===== src/rtl/ram_port_arbiter.sv =====
// ram_port_arbiter
// Two-requester arbiter in front of the single-port program/data RAM.
// Port 0 is the CPU data path, port 1 is instruction fetch / loader.
// Round-robin between ports, optional per-port lock for atomic RMW,
// and read data returned to whichever port issued the read.
//
// state | meaning
// ------+-----------------------------------------------------------
// ARB   | normal round-robin arbitration between both ports
// LOCK0 | port 0 holds exclusive ownership, port 1 stalled
// LOCK1 | port 1 holds exclusive ownership, port 0 stalled
module ram_port_arbiter #(
    parameter int ADDR_W = 10,
    parameter int DATA_W = 32
) (
    input  logic              clk,
    input  logic              rst_n,

    input  logic              m0_req,
    input  logic              m0_we,
    input  logic              m0_lock,
    input  logic [ADDR_W-1:0] m0_addr,
    input  logic [DATA_W-1:0] m0_wdata,
    output logic              m0_gnt,
    output logic              m0_rvalid,
    output logic [DATA_W-1:0] m0_rdata,

    input  logic              m1_req,
    input  logic              m1_we,
    input  logic              m1_lock,
    input  logic [ADDR_W-1:0] m1_addr,
    input  logic [DATA_W-1:0] m1_wdata,
    output logic              m1_gnt,
    output logic              m1_rvalid,
    output logic [DATA_W-1:0] m1_rdata,

    output logic              ram_wr_en,
    output logic [ADDR_W-1:0] ram_address,
    output logic [DATA_W-1:0] ram_data_in,
    input  logic [DATA_W-1:0] ram_data_out
);

    typedef enum logic [1:0] {
        ARB   = 2'd0,
        LOCK0 = 2'd1,
        LOCK1 = 2'd2
    } state_t;

    state_t state;
    logic   last_gnt;   // port granted most recently; the other wins a tie
    logic   rsp_valid;  // a read was granted last cycle
    logic   rsp_port;   // which port owns that read

    // Grant decision; gated by rst_n so nothing is accepted while in reset.
    always_comb begin
        m0_gnt = 1'b0;
        m1_gnt = 1'b0;
        if (rst_n) begin
            case (state)
                ARB: begin
                    if (m0_req && m1_req) begin
                        if (last_gnt) m0_gnt = 1'b1;
                        else          m1_gnt = 1'b1;
                    end else if (m0_req) begin
                        m0_gnt = 1'b1;
                    end else if (m1_req) begin
                        m1_gnt = 1'b1;
                    end
                end
                LOCK0:   m0_gnt = m0_req;
                LOCK1:   m1_gnt = m1_req;
                default: ;
            endcase
        end
    end

    // Arbitration FSM, round-robin pointer and read-response ownership.
    always_ff @(posedge clk) begin
        if (!rst_n) begin
            state     <= ARB;
            last_gnt  <= 1'b1;
            rsp_valid <= 1'b0;
            rsp_port  <= 1'b0;
        end else begin
            if (m0_gnt) last_gnt <= 1'b0;
            if (m1_gnt) last_gnt <= 1'b1;

            rsp_valid <= (m0_gnt && !m0_we) || (m1_gnt && !m1_we);
            rsp_port  <= m1_gnt;

            case (state)
                ARB: begin
                    if (m0_gnt && m0_lock)      state <= LOCK0;
                    else if (m1_gnt && m1_lock) state <= LOCK1;
                end
                LOCK0:   if (!m0_lock) state <= ARB;
                LOCK1:   if (!m1_lock) state <= ARB;
                default: state <= ARB;
            endcase
        end
    end

    // RAM drive muxed from the granted port; idle cycles drive zeros,
    // which makes the RAM do a harmless read that nobody reports.
    always_comb begin
        ram_wr_en   = 1'b0;
        ram_address = '0;
        ram_data_in = '0;
        if (m0_gnt) begin
            ram_wr_en   = m0_we;
            ram_address = m0_addr;
            ram_data_in = m0_wdata;
        end else if (m1_gnt) begin
            ram_wr_en   = m1_we;
            ram_address = m1_addr;
            ram_data_in = m1_wdata;
        end
    end

    // Steer the RAM's registered read data to the port that owns it.
    always_comb begin
        m0_rvalid = rsp_valid && !rsp_port;
        m1_rvalid = rsp_valid &&  rsp_port;
        m0_rdata  = m0_rvalid ? ram_data_out : '0;
        m1_rdata  = m1_rvalid ? ram_data_out : '0;
    end

endmodule


===== config.mk =====
export PLATFORM = sky130hd
export DESIGN_NAME = ram_port_arbiter
export DESIGN_NICKNAME = d
export VERILOG_FILES = /design/src/rtl/ram_port_arbiter.sv
export SDC_FILE = /design/constraint.sdc
export NUM_CORES = 1
export LEC_CHECK = 0
export ABC_AREA = 1
export CAP_MARGIN = 5
export CORE_AREA = 3 3 90 92
export DETAILED_ROUTE_END_ITERATION = 6
export DIE_AREA = 0 0 93 95
export PLACE_DENSITY = 0.69
export SLEW_MARGIN = 20
export SYNTH_ARGS = -nofsm -noshare
export SYNTH_HDL_FRONTEND = slang
export SYNTH_SLANG_ARGS = --single-unit

===== constraint.sdc =====
create_clock -name clk -period 2.32 [get_ports clk]
set_clock_uncertainty 0.1 [all_clocks]
set_input_delay 0.348 -clock clk [delete_from_list [all_inputs] [get_ports clk]]
set_output_delay 0.348 -clock clk [all_outputs]
set_load 0.01 [all_outputs]

-- Yosys cells after proc, flatten, opt, wreduce, memory -nomap -nowiden
Index checks and enable logic that the tools add are counted.
- register bits: 5
- output and inout port bits: 111
- logic and storage cells: 48
- input bits: 124
- bitwise gates (word level): 1
- equality and inequality tests: 5
- reductions and logical operators: 14
- muxes and demuxes: 24
- operator list (kind ; count):
    32-bit 2-to-1 mux ; 4
    10-bit 2-to-1 mux ; 2
    1-bit 2-to-1 mux ; 11
    2-bit 2-to-1 mux ; 4
    1-bit logical AND ; 7
    2-bit case mux with 3 select lines ; 1
    2-bit != test (second input constant) ; 2
    1-bit case mux with 2 select lines ; 2
    1-bit zero test ; 3
    3-bit != test (second input constant) ; 1
    3-bit AND reduction ; 1
    2-bit by 1-bit == test with 1-bit output (second input constant) ; 1
    2-bit == test (second input constant) ; 1
    2-bit zero test ; 1
    2-bit OR reduction ; 1
    1-bit logical OR ; 1
    1-bit NOT ; 1

-- Depth between registers and ports, before layout
Gate-level depths: netlist of run 1.
- depth after elaboration: 9
- gate-level depth with buffers: 8
- mapped depth without buffers: 7

-- Worst setup path after synthesis of run 1
OpenSTA, ideal clock, no wires.
- path kind: register -> output
- start: reg rsp_valid
- end: out m0_rdata[10]
- required time: 1872 ps
- setup slack: 835 ps
- buffers on the path: 1
- cell stages (with the launch flop): 6
- arrival: 1037 ps
- path through: dfxtp_1 > inv_1 > nor2_1 > inv_1 > clkbuf_1 > nor2_1
- cells in the longest elaborated chain, start to end: 2
- RTL lines (what ; line ; RTL):
    from (decl) ; 51 ; logic rsp_valid;
    from (signal assigned) ; 88 ; rsp_valid <= (m0_gnt && !m0_we) || (m1_gnt && !m1_we);
    1-bit logical AND ; 122 ; m0_rvalid = rsp_valid && !rsp_port;
    via m0_rvalid ; 25 ; output logic m0_rvalid,
    32-bit 2-to-1 mux ; 124 ; m0_rdata = m0_rvalid ? ram_data_out : '0;
    to (decl) ; 26 ; output logic [DATA_W-1:0] m0_rdata,
The timed path passes the listed nets, and every way through them passes these cells.

-- Final worst setup path of run 1
- start: in m0_req
- end: out ram_data_in[2]
- cells in the longest elaborated chain, start to end: 6
- elaborated cells on any way between the ends: 11
- classes of those cells: 10 x mux; 1 x reduce/logical
- RTL lines (what ; line ; RTL):
    from (decl) ; 19 ; input logic m0_req,
    1-bit 2-to-1 mux or 1-bit logical AND (tied branches) ; 64, 61 ;
    1-bit 2-to-1 mux ; 61 ; if (m0_req && m1_req) begin
    1-bit case mux with 2 select lines ; 59 ; case (state)
    1-bit 2-to-1 mux ; 58 ; if (rst_n) begin
    32-bit 2-to-1 mux ; 113 ; end else if (m1_gnt) begin
    32-bit 2-to-1 mux (*) ; 109 ; if (m0_gnt) begin
    to (decl) ; 39 ; output logic [DATA_W-1:0] ram_data_in,
Mark *: on every way between the ends. The rest lies on a longest branch, timed or not.

==> impl_metrics.json, run 1 <==
{
  "place_hpwl_mm": 6.33,
  "crit_chain": "clkdlybuf4s50_1 > nand2_1 > nor2_2 > nor2_4 > buf_4 > buf_12 > nand2_1 > nand2_1 > dlygate4sd2_1",
  "fin_nets": 644,
  "drtIter0Drc": 64,
  "worst_slew_pin_slew_ns": 0.334,
  "final_cells": 618,
  "arrival_ns": 1.80,
  "synth.avg_cell_area_sq_um": 4.36,
  "grt_pass1_vias": 2363,
  "grt_pass1_wl_mm": 10.5,
  "yosysSeqAreaShare_pct": 8.23,
  "clk_latency_ns": 0.22,
  "hold_viol": 0,
  "cts_buffers": 3,
  "ys_seq_elements": 5,
  "r2r-end": "state[0]",
  "holdWs_ns": 0.400,
  "drv_cap": 0,
  "insertedDiodeCount": 0,
  "endpoint_kind": "primary output",
  "routabilityCongestion": 0.738,
  "dieArea_sq_mm": 0.00884,
  "yosysWarnings": 0,
  "h-tree-depth": 1,
  "status": "completed",
  "antenna_found_initial": 0,
  "grt_use_total_pct": 14.4,
  "antenna_left": 0,
  "r2r_slack_ns": 0.90,
  "r2r_start": "state[1]",
  "synth_cell_type_count": 15,
  "synthCells": 279,
  "wirelength_mm": 7.23,
  "drtPass1Iterations": 4,
  "rows": 31,
  "coreArea_sq_mm": 0.00729,
  "cts.sinks": 5,
  "rsz0062_at_grt": "yes",
  "syn_to_final_growth_pct": 210,
  "fin_crit_sh_pct": 97.0,
  "slew_violations": 0,
  "whs_path_depth": 3,
  "synth_nets": 403,
  "clkTransAtPathRegs_ns": 0.03,
  "drive_gt1_share_pct": 6.94,
  "cts.hold.buffers_added": 0,
  "critPathKind": "input pin to primary output",
  "cp_max_fo": 22,
  "cts_tree": "built",
  "max_stage_delay_ns": 0.47,
  "leakage_nw": 2.04,
  "vias_per_cell": 3.99,
  "io_pins": 235,
  "layout_common_cells": "187 x clkdlybuf4s50_1, 132 x nand2_1, 67 x nor2_1, 40 x inv_1, 35 x dlygate4sd2_1",
  "peakVddDrop_mv": 0.105,
  "cp_slowest_cell": "clkdlybuf4s50_1",
  "dieWidth_um": 93,
  "fmax_ghz": 0.445,
  "power-per-cell-area_mw_per_mm2": 221,
  "grt.overflow.total": 0,
  "critPathCapture": "ram_data_in[2]",
  "fin_crit_ns": 2.25,
  "die_h_um": 95,
  "hp-class": "input pin to flop",
  "netlist_area_sq_mm": 0.00122,
  "portBuffers": 234,
  "power.total_mw": 0.834,
  "cp.required_ns": 1.87,
  "drcViolationCount": 0,
  "slew-limit-headroom_pct": 77.8,
  "dpl.cell_count": 609,
  "startpoint_type": "input pin",
  "r2r_cells": 10,
  "post_drt_wl_per_cell_um": 11.7,
  "root_buffer": "clkbuf_8",
  "cp_common_cell": "nand2_1",
  "setup_tns_ns": 0,
  "initial_core_util_pct": 16.7,
  "fin_area_sq_mm": 0.00377,
  "setup_violations": 0,
  "grt_max_degree": 34,
  "place_area_sq_mm": 0.00370,
  "crit_start": "m0_req",
  "final_common_cell": "clkdlybuf4s50_1",
  "vias": 2464,
  "cts_max_path_buffers": 2
}
[cell usage after synthesis]
| library cell | count | area (sq um) |
|---|---|---|
| a21oi_1 | 2 | 10.0 |
| buf_4 | 4 | 30.0 |
| buf_6 | 4 | 45.0 |
| clkbuf_1 | 6 | 22.5 |
| dfxtp_1 | 5 | 100 |
| inv_1 | 40 | 150 |
| inv_2 | 3 | 11.3 |
| nand2_1 | 132 | 495 |
| nand2_2 | 6 | 37.5 |
| nand3_1 | 5 | 25.0 |
| nand3_2 | 1 | 10.0 |
| nor2_1 | 68 | 255 |
| nor2_4 | 1 | 11.3 |
| o211ai_1 | 1 | 7.51 |
| o21ai_0 | 1 | 5.00 |
[state kept, by name, summed over array words and instances, names as in the netlist]
signal / flops
rsp_valid: 1
rsp_port: 1
last_gnt: 1
state: 2
[what timing repair did]
| item | in CTS | in global routing |
|---|---|---|
| setup endpoints to repair | 45 | 21 |
| pin swaps | 1 | 1 |
| buffers inserted | 0 | 5 |
| gates resized for setup | 39 | 20 |
[cell families (layout without fill, tap and decap cells)]
family / count (synthesis) / count (layout) / synth area share (%)
buffers and inverters: 57 / 297 / 21.3
DFF: 5 / 5 / 8.23
AOI/OAI and AO/OA: 4 / 4 / 1.85
and+or+nand+nor: 213 / 213 / 68.6
[final cells by class]
class | instances | area (sq um)
Inverter | 43 | 164
Tap cell | 99 | 124
Timing Repair Buffer | 250 | 2470
Multi-Input combinational cell | 217 | 870
Clock buffer | 4 | 45.0
Sequential cell | 5 | 100
Fill cell | 722 | 3520
[metal layers]
layer	track usage [%]	up-vias	share of wire, %
met5	0	-	0
met4	5.13	0	1.6
met3	5.26	8	14
met2	29.2	152	53
met1	12.9	1032	31
li1	-	1272	-
[worst min-delay path by stage]
| stage | from | to | slack [ns] |
|---|---|---|---|
| after floorplan | rst_n | last_gnt | 0.35 |
| after global placement | state[1] | state[1] | 0.38 |
| after detailed placement | state[1] | state[1] | 0.40 |
| after CTS | state[1] | state[1] | 0.40 |
| after global routing | rst_n | rsp_port | 0.42 |
| final | m1_req | rsp_port | 0.40 |
[report_power, final]
group	switching (mW)	internal, mW
registers	0.00226	0.0917
clock network	0.0413	0.118
logic	0.226	0.355
total	0.269	0.564
[per-stage QoR]
step	util [%]	setup WS (ns)
3_3_place_gp	50.8	-0.177
5_1_grt	51.7	-0.0340
4_1_cts	50.8	-0.141
2_1_floorplan	-	0.835
6_report	51.7	0.0707
3_5_place_dp	50.8	-0.195
[critical path, delay by kind of cell]
kind	cells	cell delay [ns]
AND/OR/NAND/NOR	5	0.41
buffers and inverters	4	1.03
Power figures use the tool's default switching activity.
==> run 2, diff against run 1 <==
Settings changed: CTS_CLUSTER_DIAMETER from default to 120.
==> results of run 2 <==
No change in the layout: final DEF, timing and power equal those of run 1.
==> run 3, diff against run 2 <==
Settings changed: CORE_AREA 3 3 90 92 to 2 2 92 94, DIE_AREA 0 0 93 95 to 0 0 94 96, MAX_ROUTING_LAYER from default to met4, PLACE_DENSITY 0.69 to 0.65.
==> impl_metrics.json, run 3 (synthesis results as in run 1) <==
{
  "cts_tree": "built",
  "grt_use_total_pct": 13.5,
  "h-tree-depth": 1,
  "syn_to_final_growth_pct": 209,
  "io_pins": 235,
  "grt_pass1_vias": 2187,
  "coreArea_sq_mm": 0.00805,
  "holdWs_ns": 0.390,
  "status": "completed",
  "dieWidth_um": 94,
  "r2r_slack_ns": 0.97,
  "dieArea_sq_mm": 0.00902,
  "cts.hold.buffers_added": 0,
  "fin_nets": 638,
  "drive_gt1_share_pct": 5.26,
  "clk_latency_ns": 0.22,
  "drv_cap": 0,
  "routabilityCongestion": 0.751,
  "cts_buffers": 3,
  "largest_reg_flops": 2,
  "slew-limit-headroom_pct": 77.6,
  "vias": 2464,
  "rsz0062_at_grt": "no",
  "fmax_ghz": 0.450,
  "final_common_cell": "clkdlybuf4s50_1",
  "antenna_left": 0,
  "clkTransAtPathRegs_ns": 0.03,
  "largest-register": "state",
  "drtPass1Iterations": 4,
  "cp.required_ns": 1.87,
  "grt_pass1_wl_mm": 9.67,
  "power-per-cell-area_mw_per_mm2": 222,
  "die_h_um": 96,
  "fin_crit_ns": 2.22,
  "cts.sinks": 5,
  "vias_per_cell": 3.99,
  "rows": 33,
  "place_area_sq_mm": 0.00370,
  "fin_crit_sh_pct": 95.8,
  "slew_violations": 0,
  "insertedDiodeCount": 0,
  "drtIter0Drc": 33,
  "fin_area_sq_mm": 0.00376,
  "peakVddDrop_mv": 0.179,
  "drcViolationCount": 0,
  "portBuffers": 234,
  "layout_setup_ws_ns": 0.0982,
  "initial_core_util_pct": 15.1,
  "cp_max_fo": 12,
  "layout_common_cells": "188 x clkdlybuf4s50_1, 132 x nand2_1, 67 x nor2_1, 44 x dlygate4sd2_1, 40 x inv_1",
  "grt_max_degree": 34,
  "critPathKind": "input pin to primary output",
  "place_hpwl_mm": 6.01,
  "setup_violations": 0,
  "pre_cts_ws_ns": -0.210,
  "worst_slew_pin_slew_ns": 0.336,
  "antenna_found_initial": 0,
  "root_buffer": "clkbuf_8",
  "endpoint_kind": "primary output",
  "startpoint_type": "input pin",
  "arrival_ns": 1.77,
  "grt.overflow.total": 0,
  "cts_max_path_buffers": 2,
  "hold_viol": 0,
  "leakage_nw": 1.95,
  "post_drt_wl_per_cell_um": 11.3,
  "nFillCells": 826,
  "hp-class": "flop to flop",
  "wirelength_mm": 6.99
}
run 3: what timing repair did:
action | 4_1_cts | 5_1_grt
gates cloned | 0 | 2
buffers inserted | 0 | 0
endpoints found under the hold margin | 0 | 0
gates resized for setup | 46 | 7
pin swaps | 1 | 0
setup endpoints to repair | 45 | 12
run 3: where the power goes:
| group | switching, mW | internal, mW |
|---|---|---|
| Clock | 0.0429 | 0.118 |
| Combinational | 0.227 | 0.353 |
| Sequential | 0.00209 | 0.0917 |
| Total | 0.272 | 0.563 |
run 3: cell type report:
class                      count  area [sq um]  area share [%]
clock buffer                   4          45.0            1.20
inverter                      43           166            4.43
multi-input combinational    217           870            23.1
sequential                     5           100            2.66
tap                          105           131            3.49
timing repair buffer         244          2450            65.1
run 3: layer usage:
metal	track usage, %	vias up	wire [um]
li1	-	1261	-
met1	13.3	1053	2550
met2	27.5	148	3710
met3	3.52	2	716
met4	1.09	0	17
met5	-	-	0
run 3: through the flow:
step | total power [mW] | TNS, ns | util [%] | cells
2_1_floorplan | 0.283 | 0 | - | 279
3_3_place_gp | 0.703 | -6.99 | 46.0 | 612
3_5_place_dp | 0.707 | -7.19 | 46.0 | 612
4_1_cts | 0.830 | 0 | 45.8 | 616
5_1_grt | 0.896 | 0 | 46.7 | 618
6_report | 0.835 | 0 | 46.7 | 618
run 3: path summary, 6_finish.rpt:
kind                                from              to  cells past startpoint
worst max register to register  state[1]        state[1]                      8
worst min register to register  state[0]        state[0]                      2
worst min-delay path            state[0]        state[0]                      2
worst max-delay path              m1_req  ram_address[3]                      8
run 3: critical path: stages:
cell and delay [ns]:
clkdlybuf4s50_1 0.53, nand3_2 0.10, nand3_2 0.10, clkinv_4 0.11, clkbuf_16 0.18, nand2_1 0.07, nand2_1 0.05, dlygate4sd2_1 0.28
